<file path="src/rtl/mem_port_arbiter_if.sv">
// Bundle of the fetch, load/store and unified-memory handshakes around mem_port_arbiter.
// slave = the arbiter itself, master = the core plus memory environment.
interface mem_port_arbiter_if #(
  parameter int ADDR_W = 32
);
  logic              if_req;
  logic [ADDR_W-1:0] if_addr;
  logic              if_gnt;
  logic              if_rvalid;
  logic [31:0]       if_rdata;

  logic              d_req;
  logic              d_we;
  logic [ADDR_W-1:0] d_addr;
  logic [31:0]       d_wdata;
  logic [3:0]        d_be;
  logic              d_gnt;
  logic              d_rvalid;
  logic [31:0]       d_rdata;

  logic              mem_req;
  logic              mem_we;
  logic [ADDR_W-1:0] mem_addr;
  logic [31:0]       mem_wdata;
  logic [3:0]        mem_be;
  logic              mem_gnt;
  logic              mem_rvalid;
  logic [31:0]       mem_rdata;

  logic              err_rvalid;

  modport slave (
    input  if_req, if_addr, d_req, d_we, d_addr, d_wdata, d_be,
           mem_gnt, mem_rvalid, mem_rdata,
    output if_gnt, if_rvalid, if_rdata, d_gnt, d_rvalid, d_rdata,
           mem_req, mem_we, mem_addr, mem_wdata, mem_be, err_rvalid
  );

  modport master (
    output if_req, if_addr, d_req, d_we, d_addr, d_wdata, d_be,
           mem_gnt, mem_rvalid, mem_rdata,
    input  if_gnt, if_rvalid, if_rdata, d_gnt, d_rvalid, d_rdata,
           mem_req, mem_we, mem_addr, mem_wdata, mem_be, err_rvalid
  );
endinterface

</file>
<file path="src/rtl/mem_port_arbiter.sv">
// Serialises instruction-fetch and load/store traffic onto one 32-bit memory port,
// data first with a starvation guard for fetch. Define MEM_ARB_TIMEOUT_EN for the abort timer.
module mem_port_arbiter #(
  parameter int          ADDR_W         = 32,
  parameter int unsigned STARVE_LIMIT   = 4,
  parameter int unsigned TIMEOUT_CYCLES = 64
) (
  input  logic               clk,
  input  logic               reset,
  mem_port_arbiter_if.slave  bus
);

  if (ADDR_W < 1 || STARVE_LIMIT < 1 || STARVE_LIMIT > 15 || TIMEOUT_CYCLES < 1) begin : g_bad_param
    $error("mem_port_arbiter: illegal parameter value");
  end

  typedef enum logic [1:0] {
    IDLE,
    ISSUE,
    WAIT
  } state_t;

  state_t     state;
  state_t     state_nxt;
  logic [3:0] starve_cnt;
  logic       starve_full;
  logic       owner;
  logic       grant_if;
  logic       grant_d;
  logic       done;

  assign starve_full = (starve_cnt == 4'(STARVE_LIMIT));

`ifdef MEM_ARB_TIMEOUT_EN
  localparam int TMO_W = $clog2(TIMEOUT_CYCLES + 1);
  logic [TMO_W-1:0] tmo_cnt;
  logic             tmo_hit;
`endif

  always_ff @(posedge clk) begin
    if (reset) begin
      state <= IDLE;
    end else begin
      state <= state_nxt;
    end
  end

  always_comb begin
    state_nxt = state;
    grant_if  = 1'b0;
    grant_d   = 1'b0;
    done      = 1'b0;
`ifdef MEM_ARB_TIMEOUT_EN
    tmo_hit   = 1'b0;
`endif
    case (state)
      IDLE: begin
        if (!reset) begin
          if (bus.d_req && !(bus.if_req && starve_full)) begin
            grant_d = 1'b1;
          end else if (bus.if_req) begin
            grant_if = 1'b1;
          end
          if (grant_d || grant_if) begin
            state_nxt = ISSUE;
          end
        end
      end
      ISSUE: begin
        if (bus.mem_gnt && bus.mem_rvalid) begin
          done      = 1'b1;
          state_nxt = IDLE;
        end else if (bus.mem_gnt) begin
          state_nxt = WAIT;
        end
      end
      WAIT: begin
        if (bus.mem_rvalid) begin
          done      = 1'b1;
          state_nxt = IDLE;
        end
      end
      default: state_nxt = IDLE;
    endcase
`ifdef MEM_ARB_TIMEOUT_EN
    // A response arriving on the final cycle still counts as completion.
    if (state != IDLE && !done && tmo_cnt == TMO_W'(TIMEOUT_CYCLES - 1)) begin
      tmo_hit   = 1'b1;
      state_nxt = IDLE;
    end
`endif
  end

  assign bus.if_gnt  = grant_if;
  assign bus.d_gnt   = grant_d;
  assign bus.mem_req = (state == ISSUE);

  always_ff @(posedge clk) begin
    if (reset) begin
      starve_cnt    <= '0;
      owner         <= 1'b0;
      bus.mem_we    <= 1'b0;
      bus.mem_addr  <= '0;
      bus.mem_wdata <= '0;
      bus.mem_be    <= '0;
      bus.if_rvalid <= 1'b0;
      bus.if_rdata  <= '0;
      bus.d_rvalid  <= 1'b0;
      bus.d_rdata   <= '0;
    end else begin
      bus.if_rvalid <= 1'b0;
      bus.d_rvalid  <= 1'b0;

      if (grant_d) begin
        owner         <= 1'b1;
        bus.mem_we    <= bus.d_we;
        bus.mem_addr  <= bus.d_addr;
        bus.mem_wdata <= bus.d_wdata;
        bus.mem_be    <= bus.d_be;
      end else if (grant_if) begin
        owner         <= 1'b0;
        bus.mem_we    <= 1'b0;
        bus.mem_addr  <= bus.if_addr;
        bus.mem_wdata <= '0;
        bus.mem_be    <= '1;
      end

      if (grant_if) begin
        starve_cnt <= '0;
      end else if (grant_d && bus.if_req && !starve_full) begin
        starve_cnt <= starve_cnt + 4'd1;
      end

      if (done) begin
        if (owner) begin
          bus.d_rvalid <= 1'b1;
          bus.d_rdata  <= bus.mem_we ? '0 : bus.mem_rdata;
        end else begin
          bus.if_rvalid <= 1'b1;
          bus.if_rdata  <= bus.mem_rdata;
        end
      end
`ifdef MEM_ARB_TIMEOUT_EN
      else if (tmo_hit) begin
        if (owner) begin
          bus.d_rvalid <= 1'b1;
          bus.d_rdata  <= '0;
        end else begin
          bus.if_rvalid <= 1'b1;
          bus.if_rdata  <= '0;
        end
      end
`endif
    end
  end

`ifdef MEM_ARB_TIMEOUT_EN
  always_ff @(posedge clk) begin
    if (reset) begin
      tmo_cnt        <= '0;
      bus.err_rvalid <= 1'b0;
    end else begin
      bus.err_rvalid <= tmo_hit;
      if (grant_if || grant_d) begin
        tmo_cnt <= '0;
      end else if (state != IDLE) begin
        tmo_cnt <= tmo_cnt + TMO_W'(1);
      end
    end
  end
`else
  assign bus.err_rvalid = 1'b0;
`endif

endmodule

</file>
<file path="src/flat_wrapper.sv">
// flat-port wrapper written by rule: the top's interface ports become plain ports
module mem_port_arbiter_flat 
#(
  parameter int          ADDR_W         = 32,
  parameter int unsigned STARVE_LIMIT   = 4,
  parameter int unsigned TIMEOUT_CYCLES = 64
)
  (clk, reset, bus_if_req, bus_if_addr, bus_d_req, bus_d_we, bus_d_addr, bus_d_wdata, bus_d_be, bus_mem_gnt, bus_mem_rvalid, bus_mem_rdata, bus_if_gnt, bus_if_rvalid, bus_if_rdata, bus_d_gnt, bus_d_rvalid, bus_d_rdata, bus_mem_req, bus_mem_we, bus_mem_addr, bus_mem_wdata, bus_mem_be, bus_err_rvalid);
  mem_port_arbiter_if #(.ADDR_W(ADDR_W)) bus_i ();
  input  logic clk;
  input  logic reset;
  input wire logic [$bits(bus_i.if_req)-1:0] bus_if_req;
  input wire logic [$bits(bus_i.if_addr)-1:0] bus_if_addr;
  input wire logic [$bits(bus_i.d_req)-1:0] bus_d_req;
  input wire logic [$bits(bus_i.d_we)-1:0] bus_d_we;
  input wire logic [$bits(bus_i.d_addr)-1:0] bus_d_addr;
  input wire logic [$bits(bus_i.d_wdata)-1:0] bus_d_wdata;
  input wire logic [$bits(bus_i.d_be)-1:0] bus_d_be;
  input wire logic [$bits(bus_i.mem_gnt)-1:0] bus_mem_gnt;
  input wire logic [$bits(bus_i.mem_rvalid)-1:0] bus_mem_rvalid;
  input wire logic [$bits(bus_i.mem_rdata)-1:0] bus_mem_rdata;
  output wire logic [$bits(bus_i.if_gnt)-1:0] bus_if_gnt;
  output wire logic [$bits(bus_i.if_rvalid)-1:0] bus_if_rvalid;
  output wire logic [$bits(bus_i.if_rdata)-1:0] bus_if_rdata;
  output wire logic [$bits(bus_i.d_gnt)-1:0] bus_d_gnt;
  output wire logic [$bits(bus_i.d_rvalid)-1:0] bus_d_rvalid;
  output wire logic [$bits(bus_i.d_rdata)-1:0] bus_d_rdata;
  output wire logic [$bits(bus_i.mem_req)-1:0] bus_mem_req;
  output wire logic [$bits(bus_i.mem_we)-1:0] bus_mem_we;
  output wire logic [$bits(bus_i.mem_addr)-1:0] bus_mem_addr;
  output wire logic [$bits(bus_i.mem_wdata)-1:0] bus_mem_wdata;
  output wire logic [$bits(bus_i.mem_be)-1:0] bus_mem_be;
  output wire logic [$bits(bus_i.err_rvalid)-1:0] bus_err_rvalid;
  assign bus_i.if_req = bus_if_req;
  assign bus_i.if_addr = bus_if_addr;
  assign bus_i.d_req = bus_d_req;
  assign bus_i.d_we = bus_d_we;
  assign bus_i.d_addr = bus_d_addr;
  assign bus_i.d_wdata = bus_d_wdata;
  assign bus_i.d_be = bus_d_be;
  assign bus_i.mem_gnt = bus_mem_gnt;
  assign bus_i.mem_rvalid = bus_mem_rvalid;
  assign bus_i.mem_rdata = bus_mem_rdata;
  assign bus_if_gnt = bus_i.if_gnt;
  assign bus_if_rvalid = bus_i.if_rvalid;
  assign bus_if_rdata = bus_i.if_rdata;
  assign bus_d_gnt = bus_i.d_gnt;
  assign bus_d_rvalid = bus_i.d_rvalid;
  assign bus_d_rdata = bus_i.d_rdata;
  assign bus_mem_req = bus_i.mem_req;
  assign bus_mem_we = bus_i.mem_we;
  assign bus_mem_addr = bus_i.mem_addr;
  assign bus_mem_wdata = bus_i.mem_wdata;
  assign bus_mem_be = bus_i.mem_be;
  assign bus_err_rvalid = bus_i.err_rvalid;
  mem_port_arbiter #(.ADDR_W(ADDR_W), .STARVE_LIMIT(STARVE_LIMIT), .TIMEOUT_CYCLES(TIMEOUT_CYCLES)) u_core (.clk(clk), .reset(reset), .bus(bus_i));
endmodule
</file>
<file path="config.mk">
export PLATFORM = sky130hd
export DESIGN_NAME = mem_port_arbiter_flat
export DESIGN_NICKNAME = d
export VERILOG_FILES = /design/src/rtl/mem_port_arbiter_if.sv /design/src/rtl/mem_port_arbiter.sv /design/src/flat_wrapper.sv
export SDC_FILE = /design/constraint.sdc
export NUM_CORES = 1
export LEC_CHECK = 0
export ABC_AREA = 1
export BUFFER_PORTS_ARGS = -buffer_cell sky130_fd_sc_hd__buf_4
export CORE_MARGIN = 2
export CORE_UTILIZATION = 30
export DETAILED_ROUTE_END_ITERATION = 10
export HOLD_SLACK_MARGIN = 0.15
export PLACE_DENSITY = 0.57
export SETUP_SLACK_MARGIN = 0.3
export SLEW_MARGIN = 25
export SYNTH_ARGS = -nofsm -noshare
export SYNTH_HDL_FRONTEND = slang
export SYNTH_SLANG_ARGS = --single-unit
</file>
<file path="constraint.sdc">
create_clock -name clk -period 2 [get_ports clk]
set_input_delay 0.3 -clock clk [delete_from_list [all_inputs] [get_ports clk]]
set_output_delay 0.3 -clock clk [all_outputs]
set_load 0.005 [all_outputs]
</file>
=== Yosys cells after proc, flatten, opt, wreduce, memory -nomap -nowiden ===
Index checks and enable logic that the tools add are counted.

* Register bits: 142
* Output and inout bits: 139

* $add $sub $neg: 1
* Equal/unequal tests: 6
* Mux-type cells: 31
* Bitwise operators: 2
* Reductions and logical operators: 15

{| class="wikitable"
|+ Operators with widths
! cell !! number
|-
| $mux 32 || 5
|-
| $mux 1 || 18
|-
| $mux 2 || 4
|-
| $mux 4 || 2
|-
| $pmux 2 s3 || 1
|-
| $logic_and 1x1->1 || 5
|-
| $add 4x1->4 const B || 1
|-
| $eq 4x3->1 const B || 1
|-
| $reduce_and 2->1 || 2
|-
| $reduce_or 2->1 || 2
|-
| $ne 3x2->1 const B || 1
|-
| $reduce_and 3->1 || 1
|-
| $eq 2x1->1 const B || 1
|-
| $eq 2x2->1 const B || 1
|-
| $logic_not 1->1 || 2
|-
| $logic_not 2->1 || 1
|-
| $ne 2x1->1 const B || 1
|-
| $ne 2x2->1 const B || 1
|-
| $not 1->1 || 2
|-
| $pmux 1 s2 || 1
|-
| $reduce_bool 2->1 || 1
|-
| $logic_or 1x1->1 || 1
|}

=== Depth between registers and ports, before layout ===
* Word-level depth: 11
* Depth in mapped cells: 9
* Depth with buffers taken out: 9

=== Worst setup path before layout ===
No wires, ideal clock.

* Path kind: register to register
* Start point: register u_core.state[0]
* End point: register u_core.bus.d_rdata[0]
* Setup time: 0.060 ns
* Arrival time: 1.456 ns
* Required time: 1.940 ns
* Setup slack: 0.484 ns
* Cell stages (with the launch flop): 10
* Cell sequence: dfxtp_1 inv_1 ha_1 nand2_1 a21oi_4 nand2_2 nor2_4 buf_2 nand3_1 nand2_1

* Cells in the longest elaborated chain, start to end: 3
* Elaborated cells between the ends (all ways): 4
* Those cells by class: eq/ne (2); mux (1); reduce/logical (1)

{| class="wikitable"
|+ RTL lines
! item !! line !! source
|-
| from (decl) || mem_port_arbiter.sv:23 || <nowiki>state_t state;</nowiki>
|-
| from (signal assigned) || mem_port_arbiter.sv:44 || <nowiki>state <= state_nxt;</nowiki>
|-
| $eq 2x2->1 / $eq 2x1->1 (equally long branches) || mem_port_arbiter.sv:56 || <nowiki>case (state)</nowiki>
|-
| $pmux 1 s2 (*) || mem_port_arbiter.sv:56 ||
|-
| $reduce_and 2->1 (no source line) (*) || - ||
|-
| to (signal assigned) || mem_port_arbiter.sv:137 || <nowiki>bus.d_rdata <= bus.mem_we ? '0 : bus.mem_rdata;</nowiki>
|-
| to (decl) || mem_port_arbiter_if.sv:35 || <nowiki>output if_gnt, if_rvalid, if_rdata, d_gnt, d_rvalid, d_rdata,</nowiki>
|}

Every way passes the cells marked *; elsewhere a longest branch is shown, timed or not.
A chain may end at the register's enable or synchronous reset.

=== Final worst setup path ===
* Start point: register u_core.starve_cnt[1]
* End point: output port bus_if_gnt

* Cells in the longest elaborated chain, start to end: 9

{| class="wikitable"
|+ RTL lines
! item !! line !! source
|-
| from (decl) || mem_port_arbiter.sv:25 || <nowiki>logic [3:0] starve_cnt;</nowiki>
|-
| from (signal assigned) || mem_port_arbiter.sv:131 || <nowiki>starve_cnt <= starve_cnt + 4'd1;</nowiki>
|-
| $eq 4x3->1 || mem_port_arbiter.sv:32 || <nowiki>assign starve_full = (starve_cnt == 4'(STARVE_LIMIT));</nowiki>
|-
| $logic_and 1x1->1 || mem_port_arbiter.sv:59 || <nowiki>if (bus.d_req && !(bus.if_req && starve_full)) begin</nowiki>
|-
| $logic_not 1->1 || mem_port_arbiter.sv:59 ||
|-
| $logic_and 1x1->1 || mem_port_arbiter.sv:59 ||
|-
| $mux 1 || mem_port_arbiter.sv:59 ||
|-
| $mux 1 || mem_port_arbiter.sv:58 || <nowiki>if (!reset) begin</nowiki>
|-
| $mux 1 || mem_port_arbiter.sv:56 ||
|-
| $mux 1 || mem_port_arbiter.sv:58 ||
|-
| $mux 1 || mem_port_arbiter.sv:56 ||
|-
| to (decl) || flat_wrapper.sv:22 || <nowiki>output wire logic [$bits(bus_i.if_gnt)-1:0] bus_if_gnt;</nowiki>
|}

No other way between the ends. The select of a mux whose other input is x is not followed.

==> impl_metrics.py <==
metrics = {
    "outcome": {
        "run_status": "finished clean",
    },
    "setup_path": {
        "cp_top_family": "flip-flops",
        "r2r-start": "u_core.starve_cnt[1]",
        "worst_ep_required_time_ns": 1.70,
        "critPathMaxStageDelay_ns": 0.34,
        "cp_max_fo": 2,
        "crit_buf_inv": 4,
        "r2r_cells": 11,
        "path_cells": "inv_2 > ha_4 > nand4_1 > nand2_2 > buf_6 > nand2_4 > inv_2 > buf_6",
        "worst_setup_path_start_kind": "flip-flop",
        "r2r_slack_ns": 0.34,
        "worstSetupPathType": "reg -> out",
        "slowest_stage": "dfxtp_2",
        "cp_data_arrival_time_ns": 1.48,
        "worstReg2RegEnd": "u_core.starve_cnt[0]",
        "end_kind": "primary output",
    },
    "clocking": {
        "cts_tree": "built",
        "h-tree-depth": 4,
        "cts_inserted_buffers": 17,
        "cts.sinks": 142,
        "path_clk_slew_ns": 0.06,
        "clockBufferDepth": 2,
        "root_buffer": "clkbuf_16",
        "clkLatencyLatePin_ns": 0.43,
    },
    "power_and_ir_drop": {
        "vdd_ir_drop_max_mv": 0.5466,
        "power.density_nw_per_um2": 879.2,
        "p_leak_nw": 4.998,
        "p_total_mw": 9.066,
    },
    "hold_path": {
        "min-delay-path-class": "in -> reg",
        "min_path_cells": 3,
        "min_from": "bus_d_wdata[14]",
        "hold_end": "u_core.bus.mem_wdata[14]",
    },
    "layout": {
        "seq_area_um2": 2850,
        "final_layout_size_suffix_gt1_share_pct": 33.36,
        "instances_no_fill": 1484,
        "final.fill_count": 2000,
        "diodes": 0,
        "multi_input_area_um2": 2676,
        "final_util_pct": 50.96,
        "finalInstanceArea_um2": 10310,
        "syn_to_final_growth_pct": 66.32,
        "fin_nets": 1346,
    },
    "place": {
        "place_ws_ns": 0.04180,
        "portBuffers": 276,
        "dp_hpwl_mm": 14.42,
        "placed_cell_area_um2": 8544,
        "gp_congestion": 0.8161,
        "dp_cells": 1367,
    },
    "logic_synthesis": {
        "yosysTopAreaCell": "dfxtp_1",
        "ys_seq_area_share_pct": 45.85,
        "synth-simple-area-share_pct": 31.91,
        "synth_compound_area_share_pct": 6.680,
        "synth_fa_ha_area_share_pct": 1.211,
        "avgSynthCellArea_um2": 7.118,
        "synth.area.top_cells": "dfxtp_1 46%, nand3_1 13%, nand2_1 9.0%",
        "synth_top_family_by_area": "simple AND/OR/NAND/NOR gates",
        "synth_top_area_share_pct": 45.85,
        "synthMuxAreaShare_pct": 0,
        "synth.distinct_cells": 22,
        "ys.flop_type": "dfxtp_1",
        "synthTopCellsByCount": "164 x nand3_1, 148 x nand2_1, 145 x inv_1",
        "synth_edf_count": 0,
        "ys_ff_latch": 142,
        "syn_area_um2": 6200,
        "async_flop_share_pct": 0,
        "synth-xor-area-share_pct": 0.2825,
        "syn-num-nets": 1016,
        "yosysMostFrequentCell": "nand3_1",
        "ys_warn_count": 0,
        "synthCells": 871,
    },
    "sta": {
        "hold_violations": 0,
        "setup_slack_ns": 0.2206,
        "setup_tns_ns": 0,
        "fin_hold_ws_ns": 0.1626,
        "setup_violations": 0,
        "max_freq_mhz": 562.0,
        "drv_slew": 0,
        "period_share_pct": 88.97,
        "relSlewSlack_pct": 53.33,
        "worst_pin_slew_ns": 0.6967,
        "rsz0062_at_grt": "yes",
        "skew_ns": 0.01324,
        "min_period_ns": 1.779,
    },
    "global_route": {
        "antenna_found_initial": 0,
        "grt_start_max_net_pins": 73,
        "grt-ovfl-total": 0,
        "grt_pass1_vias": 6567,
        "track_usage_pct": 20.23,
        "grt_pass1_wl_mm": 35.10,
    },
    "floorplanning": {
        "dieHeight_um": 147.8,
        "pin_count": 278,
        "rows": 52,
        "die_x_um": 147.8,
        "core_um2": 20230,
        "start_util_pct": 30.64,
        "die-area_um2": 21830,
    },
    "drt": {
        "vias": 6959,
        "dr.pass1.iters": 4,
        "wire_per_inst_um": 16.18,
        "remaining_drc_errors": 0,
        "final_antenna_net_count": 0,
        "wl_mm": 24.01,
        "drt_iter0_markers": 306,
        "avgViaCountPerCell": 4.689,
    },
    "run": {
        "maxCapViolations": 0,
    },
}
-- report_power, final --
group          switching [mW]  internal (mW)  leakage, nW
clock                    1.41           1.76        0.266
sequential              0.158           3.13         1.16
combinational            1.36           1.25         3.57
total                    2.93           6.13         5.00
-- final cells by class --
cell class                      count  area share [%]
Multi-Input combinational cell    514           25.96
Timing Repair Buffer              379           32.16
Clock buffer                       18           4.162
Inverter                          147           5.400
Tap cell                          270           3.276
Sequential cell                   142           27.64
Clock inverter                     14           1.408
-- repair_timing --
action | in CTS | in global routing
hold buffers | 50 | 0
pin swaps | 8 | 24
cloned | 2 | 8
hold endpoints to repair | 59 | 0
endpoints found under the setup margin | 122 | 121
buffers inserted | 19 | 6
gates resized for setup | 26 | 39
-- worst min-delay path, stage by stage --
cell and delay, ns:
buf_4 0.11, nand4_1 0.07, a21oi_1 0.05
-- cell families (layout without fill, tap and decap cells) --
logic type	Yosys count	after routing
DFF	142	142
adders and majority gates	6	6
AOI/OAI and AO/OA	79	79
xor gates and xnor gates	2	2
and+or+nand+nor	425	426
other	1	1
buffers and inverters	216	558
-- state kept, by name (all words and copies together), names as in the netlist --
name	count
u_core.bus.if_rvalid	1
u_core.bus.mem_addr	32
u_core.starve_cnt	4
u_core.state	2
u_core.bus.d_rdata	32
u_core.bus.mem_wdata	32
u_core.bus.mem_be	4
u_core.owner	1
u_core.bus.if_rdata	32
u_core.bus.d_rvalid	1
u_core.bus.mem_we	1
-- layer usage --
metal,wire (um),vias up,GRT usage [%]
li1,-,3477,-
met1,9818,3214,24.77
met2,11930,239,34.37
met3,1804,29,5.556
met4,450,0,6.731
met5,0,-,0
-- cell usage in the layout (no fill, tap or decap), types with 3 or more instances in the layout --
| master | n |
|---|---|
| o21ai_0 | 7 |
| nor2_4 | 3 |
| nand4_1 | 66 |
| clkbuf_16 | 23 |
| inv_1 | 137 |
| nand2_2 | 4 |
| inv_8 | 3 |
| nand3_2 | 13 |
| inv_2 | 7 |
| nand2_4 | 5 |
| dfxtp_2 | 3 |
| nand2_1 | 140 |
| buf_4 | 299 |
| nor2_1 | 44 |
| inv_6 | 5 |
| dlygate4sd3_1 | 50 |
| buf_6 | 8 |
| ha_4 | 3 |
| clkinvlp_4 | 5 |
| dfxtp_1 | 138 |
| buf_12 | 12 |
| nand3_1 | 150 |
| a21oi_1 | 70 |
-- how the worst max path moves through the flow --
stage / start / endpoint / slack [ns] / cells after the start
after global routing: u_core.starve_cnt[0] / bus_if_gnt / 0.13 / 8
after floorplan: u_core.state[0] / u_core.bus.d_rdata[0] / 0.48 / 9
after global placement: u_core.state[0] / u_core.bus.d_rdata[16] / 0.07 / 8
after detailed placement: u_core.state[0] / u_core.bus.d_rdata[2] / 0.04 / 8
final: u_core.starve_cnt[1] / bus_if_gnt / 0.22 / 8
after CTS: u_core.starve_cnt[0] / bus_d_gnt / 0.21 / 8
Note: power is estimated with default switching activity, not from simulation.
